--- src/rtl/avalon_master_exram_copy_8bit.sv ---
// Avalon-MM 8-bit master that copies a byte block inside the external RAM:
// read one byte, wait a fixed latency, write it back elsewhere, repeat.
module avalon_master_exram_copy_8bit #(
  parameter int READ_LATENCY = 1
) (
  input  logic        clk,
  input  logic        rst_n,
  input  logic        start,
  input  logic [15:0] src_addr,
  input  logic [15:0] dst_addr,
  input  logic [15:0] len,
  output logic        busy,
  output logic        done,
  output logic [15:0] byte_count,
  output logic        out_avs_chipselect_n,
  output logic        out_avs_read_n,
  output logic        out_avs_write_n,
  output logic [15:0] out_avs_address,
  output logic [7:0]  out_avs_writedata,
  input  logic [7:0]  in_avs_readdata
);

  // Bus handshake: no waitrequest exists, so a strobe held low for one cycle
  // with chipselect_n low is one complete transfer; read data is sampled on the
  // edge that ends the last WAIT cycle.
  localparam logic [2:0] S_IDLE = 3'd0;
  localparam logic [2:0] S_RD   = 3'd1;
  localparam logic [2:0] S_WAIT = 3'd2;
  localparam logic [2:0] S_WR   = 3'd3;
  localparam logic [2:0] S_DONE = 3'd4;

  localparam logic [3:0] WAIT_LAST = 4'(READ_LATENCY - 1);

  logic [2:0]  state;
  logic [15:0] src_q;
  logic [15:0] dst_q;
  logic [15:0] len_q;
  logic [15:0] idx;
  logic [3:0]  wait_cnt;
  logic [15:0] idx_next;

  assign idx_next = idx + 16'd1;

  always_ff @(posedge clk) begin
    if (!rst_n) begin
      state                <= S_IDLE;
      src_q                <= 16'd0;
      dst_q                <= 16'd0;
      len_q                <= 16'd0;
      idx                  <= 16'd0;
      wait_cnt             <= 4'd0;
      busy                 <= 1'b0;
      done                 <= 1'b0;
      byte_count           <= 16'd0;
      out_avs_chipselect_n <= 1'b1;
      out_avs_read_n       <= 1'b1;
      out_avs_write_n      <= 1'b1;
      out_avs_address      <= 16'd0;
      out_avs_writedata    <= 8'd0;
    end else begin
      done <= 1'b0;
      case (state)
        S_IDLE: begin
          if (start) begin
            src_q      <= src_addr;
            dst_q      <= dst_addr;
            len_q      <= len;
            idx        <= 16'd0;
            byte_count <= 16'd0;
            busy       <= 1'b1;
            if (len == 16'd0) begin
              state <= S_DONE;
              done  <= 1'b1;
            end else begin
              state                <= S_RD;
              out_avs_chipselect_n <= 1'b0;
              out_avs_read_n       <= 1'b0;
              out_avs_address      <= src_addr;
            end
          end
        end
        S_RD: begin
          state                <= S_WAIT;
          out_avs_chipselect_n <= 1'b1;
          out_avs_read_n       <= 1'b1;
          wait_cnt             <= 4'd0;
        end
        S_WAIT: begin
          // Address still holds src+i, so the RAM keeps presenting the byte.
          if (wait_cnt == WAIT_LAST) begin
            state                <= S_WR;
            out_avs_chipselect_n <= 1'b0;
            out_avs_write_n      <= 1'b0;
            out_avs_address      <= dst_q + idx;
            out_avs_writedata    <= in_avs_readdata;
          end else begin
            wait_cnt <= wait_cnt + 4'd1;
          end
        end
        S_WR: begin
          idx             <= idx_next;
          byte_count      <= byte_count + 16'd1;
          out_avs_write_n <= 1'b1;
          if (idx_next == len_q) begin
            state                <= S_DONE;
            done                 <= 1'b1;
            out_avs_chipselect_n <= 1'b1;
          end else begin
            state                <= S_RD;
            out_avs_chipselect_n <= 1'b0;
            out_avs_read_n       <= 1'b0;
            out_avs_address      <= src_q + idx_next;
          end
        end
        S_DONE: begin
          state <= S_IDLE;
          busy  <= 1'b0;
        end
        default: begin
          state                <= S_IDLE;
          busy                 <= 1'b0;
          out_avs_chipselect_n <= 1'b1;
          out_avs_read_n       <= 1'b1;
          out_avs_write_n      <= 1'b1;
        end
      endcase
    end
  end

endmodule

--- config.mk ---
export PLATFORM = sky130hd
export DESIGN_NAME = avalon_master_exram_copy_8bit
export DESIGN_NICKNAME = d
export VERILOG_FILES = /design/src/rtl/avalon_master_exram_copy_8bit.sv
export SDC_FILE = /design/constraint.sdc
export NUM_CORES = 1
export LEC_CHECK = 0
export ABC_AREA = 1
export BUFFER_PORTS_ARGS = -buffer_cell sky130_fd_sc_hd__buf_2
export CAP_MARGIN = 10
export CORE_AREA = 2 2 113 115
export CTS_BUF_LIST = sky130_fd_sc_hd__clkbuf_2
export DETAILED_ROUTE_END_ITERATION = 10
export DIE_AREA = 0 0 115 117
export GPL_TIMING_DRIVEN = 0
export PLACE_DENSITY = 0.83
export SETUP_SLACK_MARGIN = 0.1
export SYNTH_ARGS = -nofsm -noshare
export SYNTH_HDL_FRONTEND = slang
export SYNTH_SLANG_ARGS = --single-unit
--- constraint.sdc ---
create_clock -name clk -period 8.19 [get_ports clk]
set_input_delay 1.2285 -clock clk [delete_from_list [all_inputs] [get_ports clk]]
set_output_delay 1.2285 -clock clk [all_outputs]
set_load 0.05 [all_outputs]
==> metrics.cfg <==
[power]
share_clk_of_total_power_pct = 28.7
comb_power_share_pct = 24.8
reported_leakage_power_uw = 0.00387
cellPowerDensity_mw_per_mm2 = 165
sw_frac_of_total_pct = 37.3
cell_internal_pwr_uw = 846
p_sw_uw = 502
share_of_power_burned_in_registers_pct = 46.6
ir_drop_v = 0.000107

[layout]
areaGrowthSynthToFinish_pct = 13.1
antenna_cells_inserted = 0
layoutNonFillerInstCount = 1391
fin_util_pct = 66.5
fin_nets = 1325
layout-drive-gt1-share_pct = 15.9
final_area_sq_mm = 0.00818

[route]
postRouteWirelength_mm = 21.0
drc_errors = 0
drtIter0Drc = 610
routed_via_density = 5.51
drt_first_pass_iters = 7
avgRoutedWirePerCell_um = 15.1
vias = 7671
antenna_left = 0

[sta]
finalSetupViolCount = 0
finalMaxSlewViolations = 0
period_share_pct = 40.2
timing.setup.tns_ps = 0
worst_slew_pin_slew_ps = 728
final-hold-violation-count = 0
final_critical_path_time_including_i_o_delays_and_setup_ps = 3290
grt_setup_unrepaired = no
maxSlewHeadroom_pct = 51.5
clock_skew_ps = 30.8
max_freq_mhz = 304

[logic_synthesis]
syn_nets = 1203
synth.ff_latch_count = 116
synth_sequential_area_ratio_pct = 32.1
ys.flop_type = sky130_fd_sc_hd__dfxtp_1
synth.distinct_cells = 50
ys.warnings.count = 0
synthesis.area_per_instance_sq_um = 6.54
netlist_instances = 1106
synth_edf_count = 0
async_reset_ff_share_pct = 0
mappedNetlistArea_sq_mm = 0.00723

[status]
run_status = finished, final reports clean

[clocking]
cts_htree_levels = 4
tritoncts.num_buffers = 17
cts_hold_buf = 0
cts.reportedPaths.clkPinSlew_ps = 210
clock_tree.root_cell = sky130_fd_sc_hd__clkbuf_2
cts_max_path_buffers = 2
number_of_sinks_on_the_clock_net = 116
worstSkewPairLatency_ps = 770
cts-resized-gates = 0
buffers_inserted_by_post_cts_timing_repair = 0
tritoncts = built

[run]
max-cap-violations = 0

[global_route]
groute.usage.overall_pct = 32.5
antenna_violations_before_repair = 1
grt_overflow = 0
first_global_vias = 6805
largest_net_degree_at_the_start_of_global_routing = 17
global_route_wire_length_before_repair_mm = 33.6

[critical_path]
worstPathMaxFanout = 8
worst_ep_required_time_ps = 8850
worst-endpoint-arrival_ps = 3950
endpoint_kind = flop
cp-start-kind = flop
type_of_the_worst_setup_path = reg2reg

[place]
placed_cell_area_sq_mm = 0.00794
gp_routability_congestion = 1.01
post-place-cells = 1359
portBuffers = 103
place_hpwl_mm = 16.6

[die]
boundaryPins = 104
die_area_sq_mm = 0.0135
core_area_sq_mm = 0.0123
die_y_um = 117
floorplan.die.width_um = 115
start_util_pct = 58.8
rows = 41

[hold_path]
hold_path_class = reg2reg

==> cell type report <==
class	count	area, sq um
clock inverters	15	160
plain buffers	39	188
fillers	1161	4130
well taps	150	188
inverters	125	469
multi-input cells	826	4260
repair buffers	103	515
flip-flops and latches	116	2320
clock buffers	17	85.1
==> synth_stat cells (all sizes together) (5+ instances only) <==
| library cell | n | area share [%] |
|---|---|---|
| buf | 11 | 1.1 |
| dfxtp | 116 | 32 |
| nor3 | 12 | 0.83 |
| a21oi | 114 | 7.9 |
| nand3 | 72 | 5.4 |
| inv | 122 | 6.3 |
| ha | 36 | 6.2 |
| a21o | 6 | 0.62 |
| o21ai | 58 | 4.0 |
| nand4 | 25 | 2.2 |
| nand2 | 322 | 18 |
| a211oi | 5 | 0.52 |
| nor2 | 119 | 6.8 |
| clkbuf | 28 | 1.5 |
| or2 | 5 | 0.43 |
==> final timing paths <==
kind,from,end,slack (ps),cells past startpoint
hold / removal,src_q[15]$_SDFFE_PN0P_,src_q[15]$_SDFFE_PN0P_,490,2
setup / recovery,idx[0]$_SDFFE_PN0P_,out_avs_address[15]$_SDFFE_PN0P_,4900,16
hold reg to reg,src_q[15]$_SDFFE_PN0P_,src_q[15]$_SDFFE_PN0P_,490,2
setup reg to reg,idx[0]$_SDFFE_PN0P_,out_avs_address[15]$_SDFFE_PN0P_,4900,16
==> critical path: stages (launching register included) <==
cell	delay (ps)
sky130_fd_sc_hd__dfxtp_1	630
sky130_fd_sc_hd__ha_1	320
sky130_fd_sc_hd__nand2_2	150
sky130_fd_sc_hd__nor2_4	150
sky130_fd_sc_hd__nand2_1	90
sky130_fd_sc_hd__nor2_2	170
sky130_fd_sc_hd__xor2_1	130
sky130_fd_sc_hd__ha_1	370
sky130_fd_sc_hd__inv_1	80
sky130_fd_sc_hd__nor3_1	250
sky130_fd_sc_hd__and2_1	170
sky130_fd_sc_hd__a21oi_1	80
sky130_fd_sc_hd__or2_2	270
sky130_fd_sc_hd__nand2_1	100
sky130_fd_sc_hd__nand3_1	100
sky130_fd_sc_hd__nor2_1	100
sky130_fd_sc_hd__nor2_1	50
==> flip-flops by register name, summed over array words and instances (netlist names), 4 cells and up <==
register           flops
out_avs_address       16
out_avs_writedata      8
wait_cnt               4
src_q                 16
idx                   16
byte_count            16
len_q                 16
dst_q                 16
==> cells by family after synthesis <==
group	after synthesis	synth area share [%]
adder cells (fa/ha/maj)	38	6.78
AND/OR/NAND/NOR	568	34.5
flip-flops	116	32.1
XOR/XNOR	10	1.59
AO/OA/AOI/OAI	210	16.0
buffers and inverters	164	9.08
==> power by group through the flow <==
stage | clock, uW | combinational (uW) | sequential (uW)
floorplan | 0 | 175 | 700
global placement | 0 | 325 | 638
detailed placement | 0 | 330 | 639
CTS | 391 | 332 | 627
global route | 417 | 366 | 632
finish | 387 | 334 | 628
==> placed cells by master, fill, tap and decap left out, types with 3 or more instances in the layout <==
cell type	instances
sky130_fd_sc_hd__o21ai_0	56
sky130_fd_sc_hd__nor2_2	7
sky130_fd_sc_hd__ha_1	36
sky130_fd_sc_hd__a31oi_1	4
sky130_fd_sc_hd__nand3_1	69
sky130_fd_sc_hd__dfxtp_1	116
sky130_fd_sc_hd__nor4_1	4
sky130_fd_sc_hd__nor2_4	4
sky130_fd_sc_hd__xor2_1	4
sky130_fd_sc_hd__a211oi_1	5
sky130_fd_sc_hd__clkinv_4	7
sky130_fd_sc_hd__nand2_1	300
sky130_fd_sc_hd__a21o_1	6
sky130_fd_sc_hd__nor3b_1	3
sky130_fd_sc_hd__o21bai_1	3
sky130_fd_sc_hd__inv_2	8
sky130_fd_sc_hd__inv_1	114
sky130_fd_sc_hd__nand2_2	21
sky130_fd_sc_hd__o22ai_1	3
sky130_fd_sc_hd__buf_2	106
sky130_fd_sc_hd__xnor2_1	4
sky130_fd_sc_hd__or2_2	5
sky130_fd_sc_hd__a21oi_1	114
sky130_fd_sc_hd__clkinv_1	3
sky130_fd_sc_hd__nand4_1	25
sky130_fd_sc_hd__clkinv_2	3
sky130_fd_sc_hd__clkbuf_2	17
sky130_fd_sc_hd__nor2_1	108
sky130_fd_sc_hd__clkbuf_1	28
sky130_fd_sc_hd__buf_1	3
sky130_fd_sc_hd__nor3_1	12
sky130_fd_sc_hd__a31o_2	3
==> per-layer routing <==
layer / GRT usage [%] / up-vias / part of all wire (%)
li1: - / 3872 / -
met1: 41.9 / 3406 / 44
met2: 51.5 / 333 / 43
met3: 7.16 / 60 / 7.9
met4: 16.8 / 0 / 4.7
met5: 0 / - / 0
==> through the flow <==
stage	hold slack, ps	worst slack (ps)	total power (uW)
finish	485	4900	1350
CTS	485	4950	1350
floorplan	431	5580	876
global placement	439	4960	963
global route	500	4590	1420
detailed placement	450	5000	969
Power figures use the tool's default switching activity.
